==> src/rtl/b9_rr_seq.sv <==
// b9_rr_seq: round-robin grant sequencer.
// Arbitrates N_CH level requests, holds the grant until the owner signals
// done, drops its request, or runs out of hold time. Every output comes
// straight from a flop. A saturating counter tracks how many grants were issued.
module b9_rr_seq #(
    parameter int N_CH     = 4,
    parameter int ID_W     = 2,
    parameter int MAX_HOLD = 8,
    parameter int CNT_W    = 4
) (
    input  logic             clk,
    input  logic             rst_n,
    input  logic             en,
    input  logic [N_CH-1:0]  req,
    input  logic [N_CH-1:0]  mask,
    input  logic [N_CH-1:0]  done,
    output logic [N_CH-1:0]  gnt,
    output logic [ID_W-1:0]  gnt_id,
    output logic             busy,
    output logic             timeout,
    output logic [CNT_W-1:0] gnt_cnt
);

    typedef enum logic [1:0] {
        ST_IDLE    = 2'd0,
        ST_GRANT   = 2'd1,
        ST_RELEASE = 2'd2
    } state_e;

    // MAX_HOLD is at most 255, so an 8-bit hold counter always suffices.
    localparam int               HOLD_W    = 8;
    localparam logic [HOLD_W-1:0] HOLD_LAST = HOLD_W'(MAX_HOLD - 1);
    localparam logic [HOLD_W-1:0] HOLD_ONE  = 8'd1;
    localparam logic [CNT_W-1:0]  CNT_MAX   = {CNT_W{1'b1}};
    localparam logic [CNT_W-1:0]  CNT_ONE   = {{(CNT_W-1){1'b0}}, 1'b1};
    localparam logic [N_CH-1:0]   GNT_ONE   = {{(N_CH-1){1'b0}}, 1'b1};
    // Reset points last_id at the top channel so channel 0 wins first.
    localparam logic [ID_W-1:0]   LAST_RST  = ID_W'(N_CH - 1);

    // Round-robin pick: first eligible channel after 'last', wrapping.
    function automatic logic [ID_W-1:0] rr_pick(
        input logic [N_CH-1:0] elig,
        input logic [ID_W-1:0] last
    );
        logic            found;
        int              idx;
        logic [N_CH-1:0] shifted;
        rr_pick = last;
        found   = 1'b0;
        for (int i = 1; i <= N_CH; i++) begin
            idx     = (int'(last) + i) % N_CH;
            shifted = elig >> idx;
            if (!found && shifted[0]) begin
                found   = 1'b1;
                rr_pick = ID_W'(idx);
            end
        end
    endfunction

    state_e           state_q,   state_d;
    logic [N_CH-1:0]  gnt_q,     gnt_d;
    logic [ID_W-1:0]  gnt_id_q,  gnt_id_d;
    logic             busy_q,    busy_d;
    logic             timeout_q, timeout_d;
    logic [CNT_W-1:0] gnt_cnt_q, gnt_cnt_d;
    logic [HOLD_W-1:0] hold_q,   hold_d;
    logic [ID_W-1:0]  last_id_q, last_id_d;

    logic [N_CH-1:0]  eligible_s;
    logic             any_elig_s;
    logic             start_s;
    logic [ID_W-1:0]  sel_s;
    logic             owner_done_s;
    logic             owner_drop_s;
    logic             hold_expired_s;

    // Shared decode: eligibility, winner, and end-of-grant conditions.
    // gnt_q is one-hot on the owner while granting, so masking with it
    // selects the owner's done/req bits without indexing by gnt_id.
    always_comb begin
        eligible_s     = req & ~mask;
        any_elig_s     = |eligible_s;
        start_s        = en & any_elig_s;
        sel_s          = rr_pick(eligible_s, last_id_q);
        owner_done_s   = |(done & gnt_q);
        owner_drop_s   = ~|(req & gnt_q);
        hold_expired_s = (hold_q == HOLD_LAST);
    end

    // Next-state logic for the IDLE/GRANT/RELEASE sequence.
    always_comb begin
        state_d = state_q;
        case (state_q)
            ST_IDLE: begin
                if (start_s) begin
                    state_d = ST_GRANT;
                end else begin
                    state_d = ST_IDLE;
                end
            end
            ST_GRANT: begin
                if (owner_done_s || owner_drop_s || hold_expired_s) begin
                    state_d = ST_RELEASE;
                end else begin
                    state_d = ST_GRANT;
                end
            end
            ST_RELEASE: state_d = ST_IDLE;
            default:    state_d = ST_IDLE;
        endcase
    end

    // Next values of the registered outputs and the hold/priority bookkeeping.
    always_comb begin
        gnt_d     = gnt_q;
        gnt_id_d  = gnt_id_q;
        busy_d    = busy_q;
        timeout_d = 1'b0;
        gnt_cnt_d = gnt_cnt_q;
        hold_d    = hold_q;
        last_id_d = last_id_q;
        case (state_q)
            ST_IDLE: begin
                if (start_s) begin
                    gnt_d    = GNT_ONE << sel_s;
                    gnt_id_d = sel_s;
                    busy_d   = 1'b1;
                    hold_d   = '0;
                    if (gnt_cnt_q != CNT_MAX) begin
                        gnt_cnt_d = gnt_cnt_q + CNT_ONE;
                    end else begin
                        gnt_cnt_d = gnt_cnt_q;
                    end
                end else begin
                    gnt_d  = '0;
                    busy_d = 1'b0;
                end
            end
            ST_GRANT: begin
                if (owner_done_s || owner_drop_s) begin
                    // A normal finish beats a coincident hold expiry.
                    gnt_d  = '0;
                    busy_d = 1'b1;
                end else if (hold_expired_s) begin
                    gnt_d     = '0;
                    busy_d    = 1'b1;
                    timeout_d = 1'b1;
                end else begin
                    hold_d = hold_q + HOLD_ONE;
                end
            end
            ST_RELEASE: begin
                // Released owner drops to lowest priority for the next pick.
                gnt_d     = '0;
                busy_d    = 1'b0;
                last_id_d = gnt_id_q;
            end
            default: begin
                gnt_d  = '0;
                busy_d = 1'b0;
            end
        endcase
    end

    // State and output registers with synchronous active-low reset.
    always_ff @(posedge clk) begin
        if (!rst_n) begin
            state_q   <= ST_IDLE;
            gnt_q     <= '0;
            gnt_id_q  <= '0;
            busy_q    <= 1'b0;
            timeout_q <= 1'b0;
            gnt_cnt_q <= '0;
            hold_q    <= '0;
            last_id_q <= LAST_RST;
        end else begin
            state_q   <= state_d;
            gnt_q     <= gnt_d;
            gnt_id_q  <= gnt_id_d;
            busy_q    <= busy_d;
            timeout_q <= timeout_d;
            gnt_cnt_q <= gnt_cnt_d;
            hold_q    <= hold_d;
            last_id_q <= last_id_d;
        end
    end

    assign gnt     = gnt_q;
    assign gnt_id  = gnt_id_q;
    assign busy    = busy_q;
    assign timeout = timeout_q;
    assign gnt_cnt = gnt_cnt_q;

endmodule

==> config.mk <==
export PLATFORM = sky130hd
export DESIGN_NAME = b9_rr_seq
export DESIGN_NICKNAME = d
export VERILOG_FILES = /design/src/rtl/b9_rr_seq.sv
export SDC_FILE = /design/constraint.sdc
export NUM_CORES = 1
export LEC_CHECK = 0
export ABC_AREA = 0
export BUFFER_PORTS_ARGS = -buffer_cell sky130_fd_sc_hd__clkbuf_2
export CORE_MARGIN = 2
export CORE_UTILIZATION = 50
export CTS_CLUSTER_SIZE = 40
export DETAILED_ROUTE_END_ITERATION = 8
export HOLD_SLACK_MARGIN = 0.12
export PLACE_DENSITY = 0.75
export SLEW_MARGIN = 5
export SYNTH_ARGS = -nofsm -noshare
export SYNTH_HDL_FRONTEND = slang
export SYNTH_SLANG_ARGS = --single-unit
==> constraint.sdc <==
create_clock -name clk -period 2.6 [get_ports clk]
set_clock_uncertainty 0.2 [all_clocks]
set_input_delay 0.65 -clock clk [delete_from_list [all_inputs] [get_ports clk]]
set_output_delay 0.65 -clock clk [all_outputs]
set_load 0.05 [all_outputs]
==> results of run 1 <==
## final cells by class
| class | instances | area [um^2] | area share, % |
|---|---|---|---|
| Clock inverter | 1 | 30.0 | 2.11 |
| Inverter | 2 | 7.51 | 0.527 |
| Timing Repair Buffer | 30 | 160 | 11.2 |
| Tap cell | 28 | 35.0 | 2.46 |
| Clock buffer | 3 | 22.5 | 1.58 |
| Sequential cell | 24 | 480 | 33.7 |
| Multi-Input combinational cell | 101 | 688 | 48.3 |
## layer usage
layer | vias up | part of all wire, % | GRT usage, %
met3 | 2 | 3.7 | 3.39
li1 | 557 | - | -
met1 | 541 | 46 | 23.6
met5 | - | 0 | 0
met2 | 31 | 49 | 38.1
met4 | 0 | 0.64 | 7.69
## sequential cells by signal (all words and copies together) (netlist names)
name,cells
gnt_cnt,4
last_id_q,2
timeout,1
hold_q,8
gnt,4
busy,1
gnt_id,2
state_q,2
## cells by family (layout without fill, tap and decap cells)
family,count (synthesis),after routing,share of synthesized area [%]
buf+inv,7,36,3.51
simple gates,56,56,26.1
flops,24,24,39.7
fa+ha+maj,2,2,2.07
mux,2,2,1.65
compound gates,37,37,24.1
xor+xnor,4,4,2.89
## cells in the final DEF, fill, tap and decap left out, drive strengths merged, types with 3 or more instances in the layout
| master | instances |
|---|---|
| a2111o | 3 |
| a21oi | 10 |
| and2 | 4 |
| buf | 4 |
| clkbuf | 29 |
| dfxtp | 24 |
| nand2 | 12 |
| nand2b | 7 |
| nand3 | 11 |
| nand4 | 3 |
| nor2 | 6 |
| o21ai | 5 |
| xor2 | 4 |
## power breakdown
group	internal, W	leakage, nW	switching (W)
Sequential	0.000381	0.195	0.0000130
Combinational	0.0000475	0.382	0.0000908
Clock	0.000156	0.0279	0.000110
## critical path: stages, from the launching register on
cell and delay, ns:
dfxtp_1 0.36, or4_4 0.54, o31a_1 0.31, nand2_2 0.21, a2111o_1 0.17, nand2_1 0.05
## through the flow
step           power, W  utilization (%)  area (um^2)  std cells
6_report       0.000798             63.2         1420        189
5_1_grt        0.000837             63.2         1420        189
3_5_place_dp   0.000539             60.8         1370        185
2_1_floorplan  0.000498                -         1210        132
3_3_place_gp   0.000536             60.8         1370        185
4_1_cts        0.000805             63.2         1420        189
## final timing paths
check               to  startpoint  cells past startpoint  slack (ns)
max          hold_q[5]   hold_q[3]                      5        0.65
min          hold_q[1]   hold_q[1]                      2        0.29
max reg2reg  hold_q[5]   hold_q[3]                      5        0.65
min reg2reg  hold_q[1]   hold_q[1]                      2        0.29
==> results.json, run 1 <==
{
  "synth_top_area_share_pct": 39.7,
  "required_ns": 2.61,
  "yosysWarnings": 0,
  "synthTopCellsByCount": "dfxtp_1, nand2_1, nand3_1",
  "cp-start-kind": "register",
  "cts_hold_buf": 0,
  "finalSetupTns_ns": 0,
  "power.leakage_nw": 0.605,
  "antenna_left": 0,
  "setup_viol_count_final": 0,
  "worstMarginPinSlew_ns": 0.299,
  "routed_wl_um": 2660,
  "p_per_area_mw_per_mm2": 561,
  "dp_hpwl_um": 2060,
  "track_usage_pct": 20.7,
  "synth_most_common_cell": "dfxtp_1",
  "place.port_buffers": 26,
  "via_per_inst": 5.98,
  "coreArea_mm2": 0.00225,
  "ir_worst_vdd_mv": 0.460,
  "grt_pass1_vias": 1041,
  "htreeDepth": 1,
  "pre_cts_ws_ns": 0.345,
  "drtPass1Iterations": 4,
  "yosysTopAreaCell": "dfxtp_1",
  "gp_routability_congestion": 0.842,
  "die_h_um": 53.2,
  "syn_avg_cell_area_um2": 9.18,
  "worst_skew_pair.late_latency_ns": 0.31,
  "drive_above_1_share_pct": 28.0,
  "clk_pin_slew_ns": 0.13,
  "nets": 179,
  "drv_cap": 0,
  "grt_max_degree": 15,
  "io-pin-count": 27,
  "netlist_area_mm2": 0.00121,
  "grt_pass1_wl_um": 4280,
  "ys_top_cells_by_area": "dfxtp_1, nand3_1, nand2b_1",
  "cp_data_arrival_time_ns": 1.96,
  "synth_edf_count": 0,
  "synth_cell_types": 47,
  "cts_root_buf": "clkbuf_4",
  "rsz0062_at_grt": "false",
  "synthFlopType": "dfxtp_1",
  "fin_ws_ns": 0.651,
  "ys_seq_area_share_pct": 39.7,
  "fin_hold_ws_ns": 0.295,
  "slew_headroom_pct": 79.9,
  "min_period_ns": 1.95,
  "hold_viol": 0,
  "rows": 17,
  "dieArea_mm2": 0.00283,
  "fillers": 214,
  "cp_max_fo": 11,
  "post_cts_resized": 0,
  "overflow": 0,
  "syn2layout_area_growth_pct": 17.6,
  "synthArstFlopShare_pct": 0,
  "clock_path_buffers": 2,
  "critPathKind": "register to register",
  "synth_seq_cells": 24,
  "syn_nets": 149,
  "cts_tree": "done",
  "initial_utilization_pct": 53.7,
  "hp-class": "register to register",
  "route.detailed.drc": 0,
  "antenna_found_initial": 0,
  "fmax_ghz": 0.513,
  "cp-end-kind": "register",
  "post_cts_buffers": 0,
  "cts_made_buffers": 3,
  "via_count": 1131,
  "die_w_um": 53.2,
  "drt_iter0_markers": 31,
  "wire_per_inst_um": 14.1,
  "outcome": "complete, no violations",
  "finalCritPeriodShare_pct": 75.0,
  "diodes": 0,
  "syn_inst": 132,
  "drv_slew": 0,
  "clock-sinks": 24
}
Power figures use the tool's default switching activity.
==> inputs of run 2 (changes only) <==
Settings changed: ABC_AREA 0 to 1, CORE_UTILIZATION 50 to 49.
Clock period 2.6 ns to 1.75 ns, I/O delays scaled along.
==> run 2 against run 1 <==
  * Sequential share of layout area is 7.6 points lower
  * Critical path type unchanged
  * Sequential power increased by 49%
  * Hold slack worse by 0.025 ns
  * Maximum frequency is 15% higher
==> results.json, run 2 <==
{
  "diodes": 0,
  "cp_max_fo": 8,
  "grt_max_degree": 14,
  "hp-class": "input pin to register",
  "grt_pass1_vias": 1239,
  "die_h_um": 57.1,
  "syn2layout_area_growth_pct": 35.8,
  "ys_top_cells_by_area": "dfxtp_1, nand2_1, nand3_1",
  "worst_skew_pair.late_latency_ns": 0.32,
  "r2r-start": "last_id_q[0]",
  "io-pin-count": 27,
  "dp_hpwl_um": 2470,
  "htreeDepth": 1,
  "required_ns": 1.81,
  "antenna_found_initial": 0,
  "drtPass1Iterations": 4,
  "overflow": 0,
  "syn_inst": 208,
  "synthArstFlopShare_pct": 0,
  "coreArea_mm2": 0.00271,
  "fmax_ghz": 0.588,
  "drv_slew": 0,
  "setup_viol_count_final": 0,
  "worstMarginPinSlew_ns": 0.316,
  "synth_top_area_share_pct": 34.8,
  "route.detailed.drc": 0,
  "cp_data_arrival_time_ns": 1.76,
  "cts_root_buf": "clkbuf_4",
  "synth_cell_types": 24,
  "cts_tree": "done",
  "wire_per_inst_um": 12.1,
  "hold_viol": 0,
  "via_per_inst": 5.27,
  "pre_cts_ws_ns": -0.0442,
  "drv_cap": 0,
  "cts_made_buffers": 3,
  "synthFlopType": "dfxtp_1",
  "dieArea_mm2": 0.00326,
  "synthTopCellsByCount": "nand2_1, nand3_1, dfxtp_1",
  "finalCritPeriodShare_pct": 97.2,
  "synth_most_common_cell": "nand2_1",
  "outcome": "complete, no violations",
  "p_per_area_mw_per_mm2": 652,
  "clk_pin_slew_ns": 0.13,
  "via_count": 1506,
  "fin_hold_ws_ns": 0.270,
  "min_period_ns": 1.70,
  "track_usage_pct": 20.5,
  "grt_pass1_wl_um": 5380,
  "synth_seq_cells": 24,
  "antenna_left": 0,
  "syn_avg_cell_area_um2": 6.64,
  "ys_seq_area_share_pct": 34.8,
  "yosysWarnings": 0,
  "syn_nets": 225,
  "cp-start-kind": "register",
  "clock_path_buffers": 2,
  "ir_worst_vdd_mv": 0.658,
  "rows": 19,
  "rsz0062_at_grt": "true",
  "critPathKind": "register to register",
  "yosysTopAreaCell": "dfxtp_1",
  "synth_edf_count": 0,
  "cts_hold_buf": 0,
  "top_register": "hold_q",
  "final_common_cell": "nand2_1",
  "fin_ws_ns": 0.0496,
  "crit_start": "last_id_q[0]",
  "power.leakage_nw": 0.874,
  "drt_iter0_markers": 74,
  "drive_above_1_share_pct": 35.7,
  "gp_routability_congestion": 0.831,
  "clock-sinks": 24,
  "slew_headroom_pct": 78.9,
  "routed_wl_um": 3450,
  "hold_start": "rst_n",
  "largest_register_ffs": 8,
  "initial_utilization_pct": 51.0,
  "place.port_buffers": 26,
  "die_w_um": 57.1,
  "layout_common_cells": "nand2_1, clkbuf_2, nand3_1, buf_4, dfxtp_1",
  "cp-end-kind": "register",
  "netlist_area_mm2": 0.00138,
  "nets": 273
}
==> run 2: cell types whose count changed after synthesis, moves of 6 or more <==
cell	delta
nor2_1	+12
nand3_1	+19
inv_1	+16
nand2b_1	-7
a21oi_1	+6
nand2_1	+50
==> run 2: cells by family after synthesis <==
group                    share of synthesized area [%]
buffers and inverters                             8.15
AND/OR/NAND/NOR                                   43.6
adder cells (fa/ha/maj)                           1.81
flip-flops                                        34.8
AO/OA/AOI/OAI                                     9.15
XOR/XNOR                                          2.54
==> run 2: worst paths after layout <==
check | endpoint | slack, ns | depth (start not counted)
max reg2reg | gnt[0] | 0.05 | 11
max | gnt[0] | 0.05 | 11
min | last_id_q[0] | 0.27 | 3
min reg2reg | last_id_q[0] | 0.30 | 2
==> run 2: timing repair <==
action	in CTS	in global routing
endpoints found under the setup margin	0	15
endpoints found under the hold margin	0	0
setup buffers	0	2
resized for setup	0	38
==> run 2: cell type report <==
class	instances	area, um^2
inverter	20	90.1
sequential	24	490
multi-input combinational	159	912
timing repair buffer	48	308
fill	222	835
tap	31	38.8
clock buffer	4	36.3
==> run 2: power by group <==
part	switching [W]	internal [W]
sequential	0.0000189	0.000567
combinational	0.000228	0.000114
clock	0.000168	0.000127
==> run 2: worst max-delay path, cell delays in order (launching register included) <==
cell,delay (ns)
dfxtp_2,0.37
buf_12,0.13
nand2_1,0.11
nand2_4,0.10
nand3_4,0.09
nand2_4,0.11
nand3_2,0.09
nand2_1,0.08
nand2_2,0.06
nor2_2,0.09
nand3_1,0.08
a21oi_1,0.12
==> run 2: layer usage <==
metal,routed length [um],track usage [%]
met1,1650,28.2
met4,46,7.31
met2,1620,33.3
met3,136,2.49
met5,0,0
==> run 2: metrics by stage <==
step / utilization [%] / TNS (ns) / instances / area [um^2] / power, W
after floorplan: - / 0 / 208 / 1380 / 0.000812
after global placement: 62.1 / -0.0445 / 280 / 1680 / 0.000905
after detailed placement: 62.1 / -0.205 / 280 / 1680 / 0.000906
after CTS: 63.4 / 0 / 284 / 1720 / 0.00120
after global routing: 69.2 / -0.417 / 286 / 1880 / 0.00129
final: 69.2 / 0 / 286 / 1880 / 0.00122
